### src/rtl/rr_onehot_arb_mux.sv
// rr_onehot_arb_mux
//   Registered N-to-1 round-robin channel selector. A one-hot grant drives an
//   AND-OR data mux into a single-entry output register. Optional packet lock
//   keeps the grant on one channel until its last beat is accepted.
//
// Ports
//   Clk, RstN  : clock (rising edge) / asynchronous active-low reset
//   InValid    : per-channel valid
//   InReady    : per-channel ready, at most one bit high
//   InData     : per-channel data, channel i in slice [i*DATA_W +: DATA_W]
//   InLast     : per-channel last-beat flag
//   OutValid   : output register holds a beat
//   OutReady   : sink accepts the held beat
//   OutData    : registered muxed data
//   OutLast    : registered last flag of the held beat
//   OutGrant   : registered one-hot source of the held beat
module rr_onehot_arb_mux #(
  parameter int DATA_W       = 32,
  parameter int SEL_NUM      = 4,
  parameter int LOCK_ON_LAST = 1
) (
  input  logic                      Clk,
  input  logic                      RstN,
  input  logic [SEL_NUM-1:0]        InValid,
  output logic [SEL_NUM-1:0]        InReady,
  input  logic [SEL_NUM*DATA_W-1:0] InData,
  input  logic [SEL_NUM-1:0]        InLast,
  output logic                      OutValid,
  input  logic                      OutReady,
  output logic [DATA_W-1:0]         OutData,
  output logic                      OutLast,
  output logic [SEL_NUM-1:0]        OutGrant
);

  localparam int IDX_W = (SEL_NUM > 1) ? $clog2(SEL_NUM) : 1;

  logic [IDX_W-1:0]   ptr;
  logic [IDX_W-1:0]   lock_idx;
  logic               locked;
  logic [IDX_W-1:0]   sel_idx;
  logic [IDX_W-1:0]   cand;
  logic               found;
  logic [SEL_NUM-1:0] grant;
  logic [DATA_W-1:0]  mux_data;
  logic               sel_last;
  logic               load_en;
  logic               accept;

  // (base + k) mod SEL_NUM, valid for any SEL_NUM, not just powers of two
  function automatic logic [IDX_W-1:0] wrap_add(input logic [IDX_W-1:0] base, input int k);
    int s;
    s = int'(base) + k;
    if (s >= SEL_NUM) s = s - SEL_NUM;
    return IDX_W'(s);
  endfunction

  // While locked, only the lock owner can be granted, even when it is idle.
  always_comb begin
    grant   = '0;
    sel_idx = ptr;
    cand    = ptr;
    found   = 1'b0;
    if (locked) begin
      sel_idx         = lock_idx;
      grant[lock_idx] = InValid[lock_idx];
    end else begin
      for (int k = 0; k < SEL_NUM; k++) begin
        cand = wrap_add(ptr, k);
        if (!found && InValid[cand]) begin
          found       = 1'b1;
          sel_idx     = cand;
          grant[cand] = 1'b1;
        end
      end
    end
  end

  always_comb begin
    mux_data = '0;
    for (int j = 0; j < SEL_NUM; j++) begin
      mux_data = mux_data | ({DATA_W{grant[j]}} & InData[j*DATA_W +: DATA_W]);
    end
  end

  assign sel_last = |(grant & InLast);
  assign load_en  = !OutValid || OutReady;
  // Gated by RstN so no channel sees ready while reset is held.
  assign InReady  = RstN ? (grant & {SEL_NUM{load_en}}) : '0;
  assign accept   = |InReady;

  always_ff @(posedge Clk or negedge RstN) begin
    if (!RstN) begin
      OutValid <= 1'b0;
      OutData  <= '0;
      OutLast  <= 1'b0;
      OutGrant <= '0;
      ptr      <= '0;
      lock_idx <= '0;
      locked   <= 1'b0;
    end else if (accept) begin
      OutValid <= 1'b1;
      OutData  <= mux_data;
      OutLast  <= sel_last;
      OutGrant <= grant;
      // Pointer only moves once the channel gives up the grant.
      if ((LOCK_ON_LAST != 0) && !sel_last) begin
        locked   <= 1'b1;
        lock_idx <= sel_idx;
      end else begin
        locked <= 1'b0;
        ptr    <= wrap_add(sel_idx, 1);
      end
    end else if (load_en) begin
      OutValid <= 1'b0;
    end
  end

endmodule

### config.mk
export PLATFORM = sky130hd
export DESIGN_NAME = rr_onehot_arb_mux
export DESIGN_NICKNAME = d
export VERILOG_FILES = /design/src/rtl/rr_onehot_arb_mux.sv
export SDC_FILE = /design/constraint.sdc
export NUM_CORES = 1
export LEC_CHECK = 0
export ABC_AREA = 1
export CAP_MARGIN = 20
export CORE_MARGIN = 2
export CORE_UTILIZATION = 40
export DETAILED_ROUTE_END_ITERATION = 10
export GPL_ROUTABILITY_DRIVEN = 0
export PLACE_DENSITY = 0.82
export SYNTH_ARGS = -nofsm -noshare
export SYNTH_HDL_FRONTEND = slang
export SYNTH_SLANG_ARGS = --single-unit
### constraint.sdc
create_clock -name Clk -period 3.2 [get_ports Clk]
set_input_delay 0.96 -clock Clk [delete_from_list [all_inputs] [get_ports Clk]]
set_output_delay 0.96 -clock Clk [all_outputs]
set_load 0.01 [all_outputs]
## Word level (Yosys, flattened, before mapping)

Cells that the tools add are included.
W data, S select, Z words.

| word-level totals | value |
|---|---|
| register bits | 43 |
| latch bits | 0 |
| bits in writable memories | 0 |
| memory bits (read-only) | 0 |
| input port bits | 139 |
| output and inout bits | 42 |
| memories | 0 |

| operators by class | value |
|---|---|
| add/subtract/negate cells | 9 |
| multipliers | 0 |
| div/mod/pow operators | 0 |
| order comparisons | 15 |
| equal/unequal tests | 0 |
| shifts and indexed selects | 0 |
| multiplexer cells | 52 |
| bitwise operators | 14 |
| reduce and logical (&&, ||, !) cells | 18 |

Operators with widths:

| kind | count |
|---|---|
| $and A32 B32 Y32 | 4 |
| $or A32 B32 Y32 | 3 |
| $mux W4 | 9 |
| $mux W2 | 14 |
| $mux W1 | 19 |
| $lt A2 B3 Y1 const B | 5 |
| $and A4 B4 Y4 | 3 |
| $ge A3 B3 Y1 const B | 4 |
| $or A4 B4 Y4 | 3 |
| $bmux W1 S2 | 5 |
| $demux W1 S2 | 5 |
| $ge A2 B1 Y1 const B | 5 |
| $sub A2 B1 Y2 const B | 5 |
| $logic_and A1 B1 Y1 | 8 |
| $reduce_or A4 Y1 | 2 |
| $add A2 B1 Y3 const B | 2 |
| $add A2 B2 Y3 const B | 2 |
| $logic_not A1 Y1 | 4 |
| $reduce_and A2 Y1 | 2 |
| $ge A2 B3 Y1 const B | 1 |
| $reduce_bool A2 Y1 | 1 |
| $logic_or A1 B1 Y1 | 1 |
| $not A1 Y1 | 1 |

## Logic depth before layout (Yosys ltp)

Gate-level depths: netlist of run 1.

| logic depth | value |
|---|---|
| depth in word-level cells | 23 |
| mapped depth | 19 |
| mapped depth without buffers | 16 |

## Least setup slack after synthesis of run 1

No wires, ideal clock.

| path | value |
|---|---|
| kind | input -> output |
| start point | in InValid[3] |
| end point | out InReady[0] |
| arrival | 1,954 ps |
| data required time | 2,240 ps |
| setup slack | 286 ps |
| cell stages on the path | 9 |
| path buffers | 0 |
| cells stage by stage | nand2_1 -> nand3_4 -> nand2_4 -> nand3_4 -> nor2_8 -> nand2_1 -> nand2_2 -> nand3_1 -> inv_1 |

| on the way | value |
|---|---|
| cells in the longest elaborated chain, start to end | 18 |

Ends and longest elaborated chain:

| element | RTL line | RTL |
|---|---|---|
| start: declaration | 24 | `input logic [SEL_NUM-1:0] InValid,` |
| $bmux W1 S2 | 69 | `if (!found && InValid[cand]) begin` |
| $mux W1 (not written as such) | 69 |  |
| $mux W1 | 69 |  |
| $mux W1 | 63 | `if (locked) begin` |
| $logic_not A1 Y1 | 69 |  |
| $logic_and A1 B1 Y1 | 69 |  |
| $mux W1 | 69 |  |
| $mux W1 | 63 |  |
| [2 not listed] | - |  |
| $mux W1 | 69 |  |
| $mux W1 | 63 |  |
| $logic_not A1 Y1 | 69 |  |
| $logic_and A1 B1 Y1 | 69 |  |
| $mux W4 | 69 |  |
| $mux W4 (*) | 63 |  |
| $and A4 B4 Y4 (*) | 88 | `assign InReady = RstN ? (grant & {SEL_NUM{load_en}}) : '0;` |
| $mux W4 (*) | 88 |  |
| end: declaration | 25 | `output logic [SEL_NUM-1:0] InReady,` |

Mark *: on every way between the ends. The rest lies on a longest branch, timed or not. The select of a mux whose other input is x is not followed.

## Final worst setup path of run 1

| path | value |
|---|---|
| start point | in InValid[3] |
| end point | out InReady[1] |

The elaborated chain is that of the path after synthesis.

==> reports/results.env, run 1 <==
PLACED_CELLS=791
DIE_WIDTH_UM=94.8
GRT_START_MAX_NET_PINS=44
SYNTH_CELL_TYPES=23
TRITONCTS='built'
TOTALNEGATIVESETUPSLACK_NS=0
MIN_FROM='OutData[7]'
OUTCOME='complete, no violations'
SYNTH_TOP_CELLS_BY_COUNT='187 x sky130_fd_sc_hd__nand2_1, 140 x sky130_fd_sc_hd__nand3_1, 43 x sky130_fd_sc_hd__dfrtp_1'
AREA.GROWTH.SYNTH_TO_FINAL_PCT=68.0
TIMING.SETUP.CRITICAL_PATH_CLASS='input pin to output port'
MAX_FREQ_MHz=321
CRIT_PATH_END_KIND='output port'
GLOBAL_ROUTE_WIRE_LENGTH_BEFORE_REPAIR_MM=19.9
WL_PER_CELL_UM=17.1
TIMING.FINAL.MAX_SLEW_VIOLATIONS=0
CRITICAL_PATH.CELL_CHAIN='buf_2 -> nand2_4 -> nand3_4 -> buf_4 -> nand3_1 -> nand2_1 -> inv_1 -> nand2_1 -> nor2_2 -> nand2_2 -> nand3_2 -> inv_1 -> buf_2'
VDD_DROP_MAX_mV=0.594
DRIVE_ABOVE_1_SHARE=0.135
MET3WIRELENGTH_MM=1.25
MULTIINPUTGATEAREA_UM2=2050
SYN-MEAN-INSTANCE-AREA_UM2=6.51
MAX_ROOT_SINK_BUFFERS=2
CLOCK_PIN_SLEW_ON_THE_WORST_SETUP_AND_HOLD_PATHS_NS=0.09
WORST-ENDPOINT-REQUIRED_NS=2.24
FINAL-SEQ-AREA_UM2=1080
SYNTH_CELLS=507
MIN_PERIOD_OVER_PERIOD=0.974
R2R-START='ptr[0]'
TRANSITION_AT_THE_PIN_WITH_THE_SMALLEST_MAX_TRANSITION_SLACK_NS=0.534
STDCELL_AREA_UM2=5550
HOLD_CLASS='flop to flop'
ANTENNA_FOUND_INITIAL=1
HOLD-WORST-SLACK_NS=0.474
CLOCK_NETWORK_LATENCY_TO_THE_LATER_PIN_OF_THE_WORST_SKEW_PAIR_NS=0.30
TOTALPOWERFINAL_mW=6.44
INITIAL_CORE_UTIL=0.408
SYNTH_ENABLE_FLOP_CELLS=0
DIEHEIGHT_UM=94.8
ROUTED_VIA_DENSITY=5.49
N_FILL_CELL=665
ANTENNA_LEFT=0
IO_PINS=181
DR_TOTAL_VIAS=4408
SYNTH_AREA_LEADER_CELL='sky130_fd_sc_hd__dfrtp_1'
WORSTHOLDPATHCELLS=2
CORE_AREA_UM2=8090
HIGHEST-SIGNAL-LAYER='met4'
WORST_PATH_LARGEST_CELL_DELAY_NS=0.16
HPWLAFTERDP_MM=9.83
YOSYS_MOST_USED_DFF='sky130_fd_sc_hd__dfrtp_1'
LEAKAGE_nW=2.63
DRTITER0DRC=333
REG2REG_SLACK_NS=0.52
TRITONCTS.NUM_BUFFERS=5
WORSTPATHMAXFANOUT=4
SKEW_NS=0.00456
SETUP-VIOLATIONS-FINAL=0
DPL-INSTANCE-AREA_UM2=5360
LAYOUTNONFILLERINSTCOUNT=803
WORST_SETUP_PATH_START_KIND='input pin'
ROUTED_WIRELENGTH_MM=13.7
DIE_FOOTPRINT_UM2=8990
CP.ARRIVAL_NS=2.16
GLOBAL_ROUTE.USAGE.TOTAL=0.287
ROWS=33
DRT_FIRST_PASS_ITERS=5
FINAL_NETS=840
R2R_END='ptr[1]'
CLK_ROOT_BUFFER_CELL='sky130_fd_sc_hd__clkbuf_8'
SYNTH_NETS=651
RSZ_0062_RAISED_AFTER_GLOBAL_ROUTING='no'
SYN-CELL-AREA_UM2=3300
MIN_PERIOD_NS=3.12
SYNTH_TOP_AREA_SHARE=0.326
CP_SLOWEST_CELL='sky130_fd_sc_hd__buf_4'
SYNTH_SEQ_CELLS=43
HTREE_NUM_LEVELS=2
OVERFLOW=0
CLK_SINKS=43
ROUTEDLENGTHMET1_MM=5.14
DRC_ERRORS=0
REG2REGPATHDEPTH=18
MAXCAPVIOLCOUNT=0
SYNTH_AREA_LEADERS='sky130_fd_sc_hd__dfrtp_1 33%, sky130_fd_sc_hd__nand2_1 21%, sky130_fd_sc_hd__nand3_1 21%'
YS.WARNINGS.COUNT=0
NUMBER_OF_HOLD_SLACK_VIOLATIONS_IN_THE_FINAL_TIMING_REPORT=0
SEQUENTIAL_CELL_AREA_FRACTION_IN_THE_YOSYS_REPORT=0.326
NUMBER_OF_GLOBAL_ROUTE_VIAS_BEFORE_REPAIR=4126
MIN_DELAY_WORST_ENDPOINT='OutData[7]'
TIMING.MAX_SLEW.REL_SLACK=0.644
MET2_WIRE_LENGTH_MM=6.77
ASYNC_RESET_FF_FRAC=1.00
P_PER_AREA_nW_PER_UM2=1160
PORT_BUFFERS=180
SYNTH_MOST_COMMON_CELL='sky130_fd_sc_hd__nand2_1'
cell type report:
type	count	share of cell area
Antenna cell	1	0.000451
Sequential cell	43	0.194
Timing Repair Buffer	214	0.370
Tap cell	105	0.0237
Clock buffer	5	0.0124
Multi-Input combinational cell	402	0.370
Clock inverter	3	0.00790
Inverter	30	0.0208
kinds of logic (layout without fill, tap and decap cells):
kind of cell,count (synthesis),count (layout),share of synthesized area
other cells,0,1,0
flops,43,43,0.326
buf+inv,62,252,0.0853
fa+ha+maj,5,5,0.0190
simple gates,392,392,0.559
compound gates,5,5,0.0110
report_power, final:
part | switching, mW | leakage (nW) | total (mW) | internal [mW]
registers | 0.185 | 0.526 | 1.04 | 0.852
logic | 3.02 | 2.04 | 4.98 | 1.96
clock network | 0.194 | 0.0581 | 0.427 | 0.232
total | 3.40 | 2.63 | 6.44 | 3.05
cells in the final DEF (no fill, tap or decap), drive strengths merged:
cell	synthesis	final
nand2	195	195
nand4	34	34
bufinv	0	1
nand3	146	146
dfrtp	43	43
o31ai	2	2
a21boi	1	1
nand3b	1	1
buf	10	43
clkinv	0	2
diode	0	1
nor2	16	16
inv	30	30
clkdlybuf4s50	0	171
o21ai	2	2
ha	5	5
clkbuf	22	5
stage by stage:
step | worst slack (ns) | util
after floorplan | 0.286 | -
after global placement | -0.643 | 0.662
after detailed placement | -0.717 | 0.662
after CTS | 0.0278 | 0.682
after global routing | 0.00198 | 0.685
final | 0.0833 | 0.685
worst max-delay path by stage:
stage                           from          to  slack (ns)  cells after the start
after floorplan           InValid[3]  InReady[0]        0.29                      9
after global placement    InValid[2]  InReady[3]       -0.64                     12
after detailed placement  InValid[2]  InReady[3]       -0.72                     11
after CTS                 InValid[3]  InReady[0]        0.03                     11
after global routing          ptr[0]  InReady[3]       0.002                     12
final                     InValid[3]  InReady[1]        0.08                     13
critical path, delay by kind of cell:
kind / cells / cell delay (ns)
simple gates: 8 / 0.67
buf+inv: 5 / 0.53
flip-flops by register name, indices dropped and copies added, names as in the netlist:
| signal | flops |
|---|---|
| locked | 1 |
| OutData | 32 |
| ptr | 2 |
| lock_idx | 2 |
| OutGrant | 4 |
| OutLast | 1 |
| OutValid | 1 |
repair_timing:
item                                    CTS  global route
endpoints found under the setup margin    4             4
buffers inserted                          2             1
gates resized for setup                  45            12
hold buffers                              0             0
pin swaps                                11             7
per-layer routing:
metal	GRT usage	vias to the layer above
met5	0	-
met4	0.129	0
met3	0.0575	47
met2	0.503	281
met1	0.338	2012
li1	-	2068
No activity file was read; power rests on OpenSTA's default activity.
==> inputs of run 2 (changes only) <==
CORE_UTILIZATION = 35   (was 40)
PLACE_DENSITY = 0.74   (was 0.82)
==> run 2 against run 1 <==
Sequential share of layout area decreased by 0.11 points. Combinational power about the same. Global-route usage decreased by 2.9 points. Routed wire length decreased by 0.35%. Sequential cell count unchanged. Fmax decreased by 2.6%. Largest cell class is now non-clock buffers.
==> reports/results.env, run 2 (synthesized netlist as in run 1, its figures left out) <==
TOTALNEGATIVESETUPSLACK_NS=0  # unchanged
ROWS=35  # was 33
CTS_HOLD_BUFFERS=0  # unchanged
TIMING.MAX_SLEW.REL_SLACK=0.642  # was 0.644
OVERFLOW=0  # unchanged
UTILIZATION=0.606  # was 0.685
MAX_FREQ_MHz=313  # was 321 MHz
SKEW_NS=0.0105  # was 0.00456 ns
TRITONCTS='built'  # unchanged
WORST_SETUP_PATH_START_KIND='input pin'  # unchanged
CLK_SINKS=43  # unchanged
ROUTED_VIA_DENSITY=5.40  # was 5.49
IO_PINS=181  # unchanged
WORST-ENDPOINT-REQUIRED_NS=2.24  # about the same
DRIVE_ABOVE_1_SHARE=0.138  # was 0.135
DR_TOTAL_VIAS=4403  # was 4408
TRITONCTS.NUM_BUFFERS=5  # unchanged
OUTCOME='complete, no violations'  # unchanged
SHARE_CLK_OF_TOTAL_POWER=0.053  # was 0.066
CP.ARRIVAL_NS=2.24  # was 2.16 ns
HTREE_NUM_LEVELS=2  # unchanged
NUMBER_OF_HOLD_SLACK_VIOLATIONS_IN_THE_FINAL_TIMING_REPORT=0  # unchanged
GLOBAL_ROUTE_WIRE_LENGTH_BEFORE_REPAIR_MM=20.9  # was 19.9 mm
MIN_PERIOD_NS=3.20  # was 3.12 ns
P_INT_mW=3.02  # was 3.05 mW
MAX_ROOT_SINK_BUFFERS=2  # unchanged
TIMING.SETUP.CRITICAL_PATH_CLASS='input pin to output port'  # unchanged
CLOCK_PIN_SLEW_ON_THE_WORST_SETUP_AND_HOLD_PATHS_NS=0.08  # was 0.09 ns
CRIT_PATH_END_KIND='output port'  # unchanged
WORSTPATHMAXFANOUT=5  # was 4
MAXCAPVIOLCOUNT=0  # unchanged
HPWLAFTERDP_MM=9.79  # was 9.83 mm
VDD_DROP_MAX_mV=0.541  # was 0.594 mV
CLK_ROOT_BUFFER_CELL='sky130_fd_sc_hd__clkbuf_8'  # unchanged
REG.LARGEST.LIST='OutData (32), OutGrant (4)'  # unchanged
FRACTION_OF_POWER_SPENT_SWITCHING_NETS=0.527  # about the same
DRTITER0DRC=373  # was 333
DRC_ERRORS=0  # unchanged
MIN_PERIOD_OVER_PERIOD=1.00  # was 0.974
RSZ_0062_RAISED_AFTER_GLOBAL_ROUTING='yes'  # was no
P_PER_AREA_nW_PER_UM2=1150  # was 1160 nW/µm²
DRT_FIRST_PASS_ITERS=5  # unchanged
PORT_BUFFERS=180  # unchanged
NUM_ANTENNA_CELLS=0  # was 1
LARGEST_REGISTER_FFS=32  # unchanged
CLOCK_NETWORK_LATENCY_TO_THE_LATER_PIN_OF_THE_WORST_SKEW_PAIR_NS=0.29  # was 0.30 ns
SEQPWRFRAC=0.163  # was 0.161
GRT_START_MAX_NET_PINS=44  # unchanged
AREA.GROWTH.SYNTH_TO_FINAL_PCT=69.0  # was 68.0%
INITIAL_CORE_UTIL=0.359  # was 0.408
MOST_FREQUENT_CELLS_IN_THE_LAYOUT='180 x sky130_fd_sc_hd__nand2_1, 171 x sky130_fd_sc_hd__clkdlybuf4s50_1, 136 x sky130_fd_sc_hd__nand3_1'  # was 176 x sky130_fd_sc_hd__nand2_1, 171 x sky130_fd_sc_hd__clkdlybuf4s50_1, 137 x sky130_fd_sc_hd__nand3_1
CORE_AREA_UM2=9200  # was 8090 µm²
ROUTED_WIRELENGTH_MM=13.7  # about the same
WL_PER_CELL_UM=16.8  # was 17.1 µm
FINAL_COMMON_CELL='sky130_fd_sc_hd__nand2_1'  # unchanged
TOTALPOWERFINAL_mW=6.39  # was 6.44 mW
GLOBAL_ROUTE.USAGE.TOTAL=0.258  # was 0.287
DIE_WIDTH_UM=101  # was 94.8 µm
LEAKAGE_nW=2.64  # was 2.63 nW
TIMING.FINAL.MAX_SLEW_VIOLATIONS=0  # unchanged
HOLD_CLASS='flop to flop'  # unchanged
ANTENNA_LEFT=0  # unchanged
POWER.NET_SWITCHING_mW=3.37  # was 3.40 mW
HOLD-WORST-SLACK_NS=0.475  # was 0.474 ns
DIEHEIGHT_UM=101  # was 94.8 µm
DIE_FOOTPRINT_UM2=10200  # was 8990 µm²
ANTENNA_FOUND_INITIAL=0  # was 1
NUMBER_OF_GLOBAL_ROUTE_VIAS_BEFORE_REPAIR=4298  # was 4126
REGISTERS.TOP_BY_FF_COUNT='OutData'  # unchanged
SETUP-VIOLATIONS-FINAL=0  # unchanged
FINAL_NETS=848  # was 840
TRANSITION_AT_THE_PIN_WITH_THE_SMALLEST_MAX_TRANSITION_SLACK_NS=0.537  # was 0.534 ns
P_COMB_FRAC=0.784  # was 0.773
run 2: changes by cell type in the layout (fill, tap and decap cells not counted), moves of 3 or more:
cell and delta:
sky130_fd_sc_hd__buf_2 -3, sky130_fd_sc_hd__buf_4 +9, sky130_fd_sc_hd__clkdlybuf4s15_2 +3, sky130_fd_sc_hd__nand2_1 +4, sky130_fd_sc_hd__nand2_2 -3
run 2: per-stage QoR:
step                instance area, µm²  setup slack (ns)  instances
global route                      5580           -0.0745        816
global placement                  5390            -0.645        800
finish                            5580           0.00119        816
CTS                               5560          -0.00372        814
detailed placement                5390            -0.720        800
floorplan                         3300             0.286        507
run 2: worst paths after layout:
path                              from          end  slack, ns  cells after the start
setup / recovery            InValid[1]   InReady[1]      0.001                     11
hold / removal             OutData[12]  OutData[12]       0.48                      2
setup reg to reg                ptr[0]       ptr[1]       0.52                     17
hold reg to reg            OutData[12]  OutData[12]       0.48                      2
max in group asynchronous         RstN  OutData[11]       2.08                      2
min in group asynchronous         RstN  OutData[23]       0.75                      2
run 2: layout make-up:
cell class / instances / area, µm²
Fill cell: 856 / 3620
Timing Repair Buffer: 222 / 2130
Multi-Input combinational cell: 402 / 2030
Sequential cell: 43 / 1080
Tap cell: 111 / 139
Inverter: 30 / 115
Clock buffer: 6 / 72.6
Clock inverter: 2 / 12.5
run 2: metal layers:
metal | track usage | part of all wire | up-vias
met3 | 0.0430 | 0.080 | 42
met1 | 0.306 | 0.39 | 2020
li1 | - | - | 2081
met5 | 0 | 0 | -
met4 | 0.0946 | 0.030 | 0
met2 | 0.468 | 0.50 | 260
run 2: critical path: stages:
cell and delay (ns):
sky130_fd_sc_hd__clkdlybuf4s15_2 0.21, sky130_fd_sc_hd__nand2_1 0.11, sky130_fd_sc_hd__nand3_2 0.11, sky130_fd_sc_hd__nand2_4 0.12, sky130_fd_sc_hd__nand3_4 0.11, sky130_fd_sc_hd__nor2_8 0.12
sky130_fd_sc_hd__nand2_1 0.07, sky130_fd_sc_hd__nand2_2 0.08, sky130_fd_sc_hd__nand3_2 0.07, sky130_fd_sc_hd__inv_1 0.06, sky130_fd_sc_hd__clkdlybuf4s15_2 0.21
run 2: timing repair:
action | CTS | global route
endpoints found under the setup margin | 4 | 4
setup buffers | 6 | 2
gates resized for setup | 39 | 8
pin swaps | 9 | 5
run 2: power by group through the flow:
| stage | logic (mW) | clock network, mW | registers [mW] |
|---|---|---|---|
| CTS | 4.89 | 0.348 | 1.04 |
| global route | 5.50 | 0.370 | 1.08 |
| global placement | 4.66 | 0 | 1.04 |
| finish | 5.01 | 0.337 | 1.04 |
| detailed placement | 4.77 | 0 | 1.05 |
| floorplan | 2.82 | 0 | 1.12 |
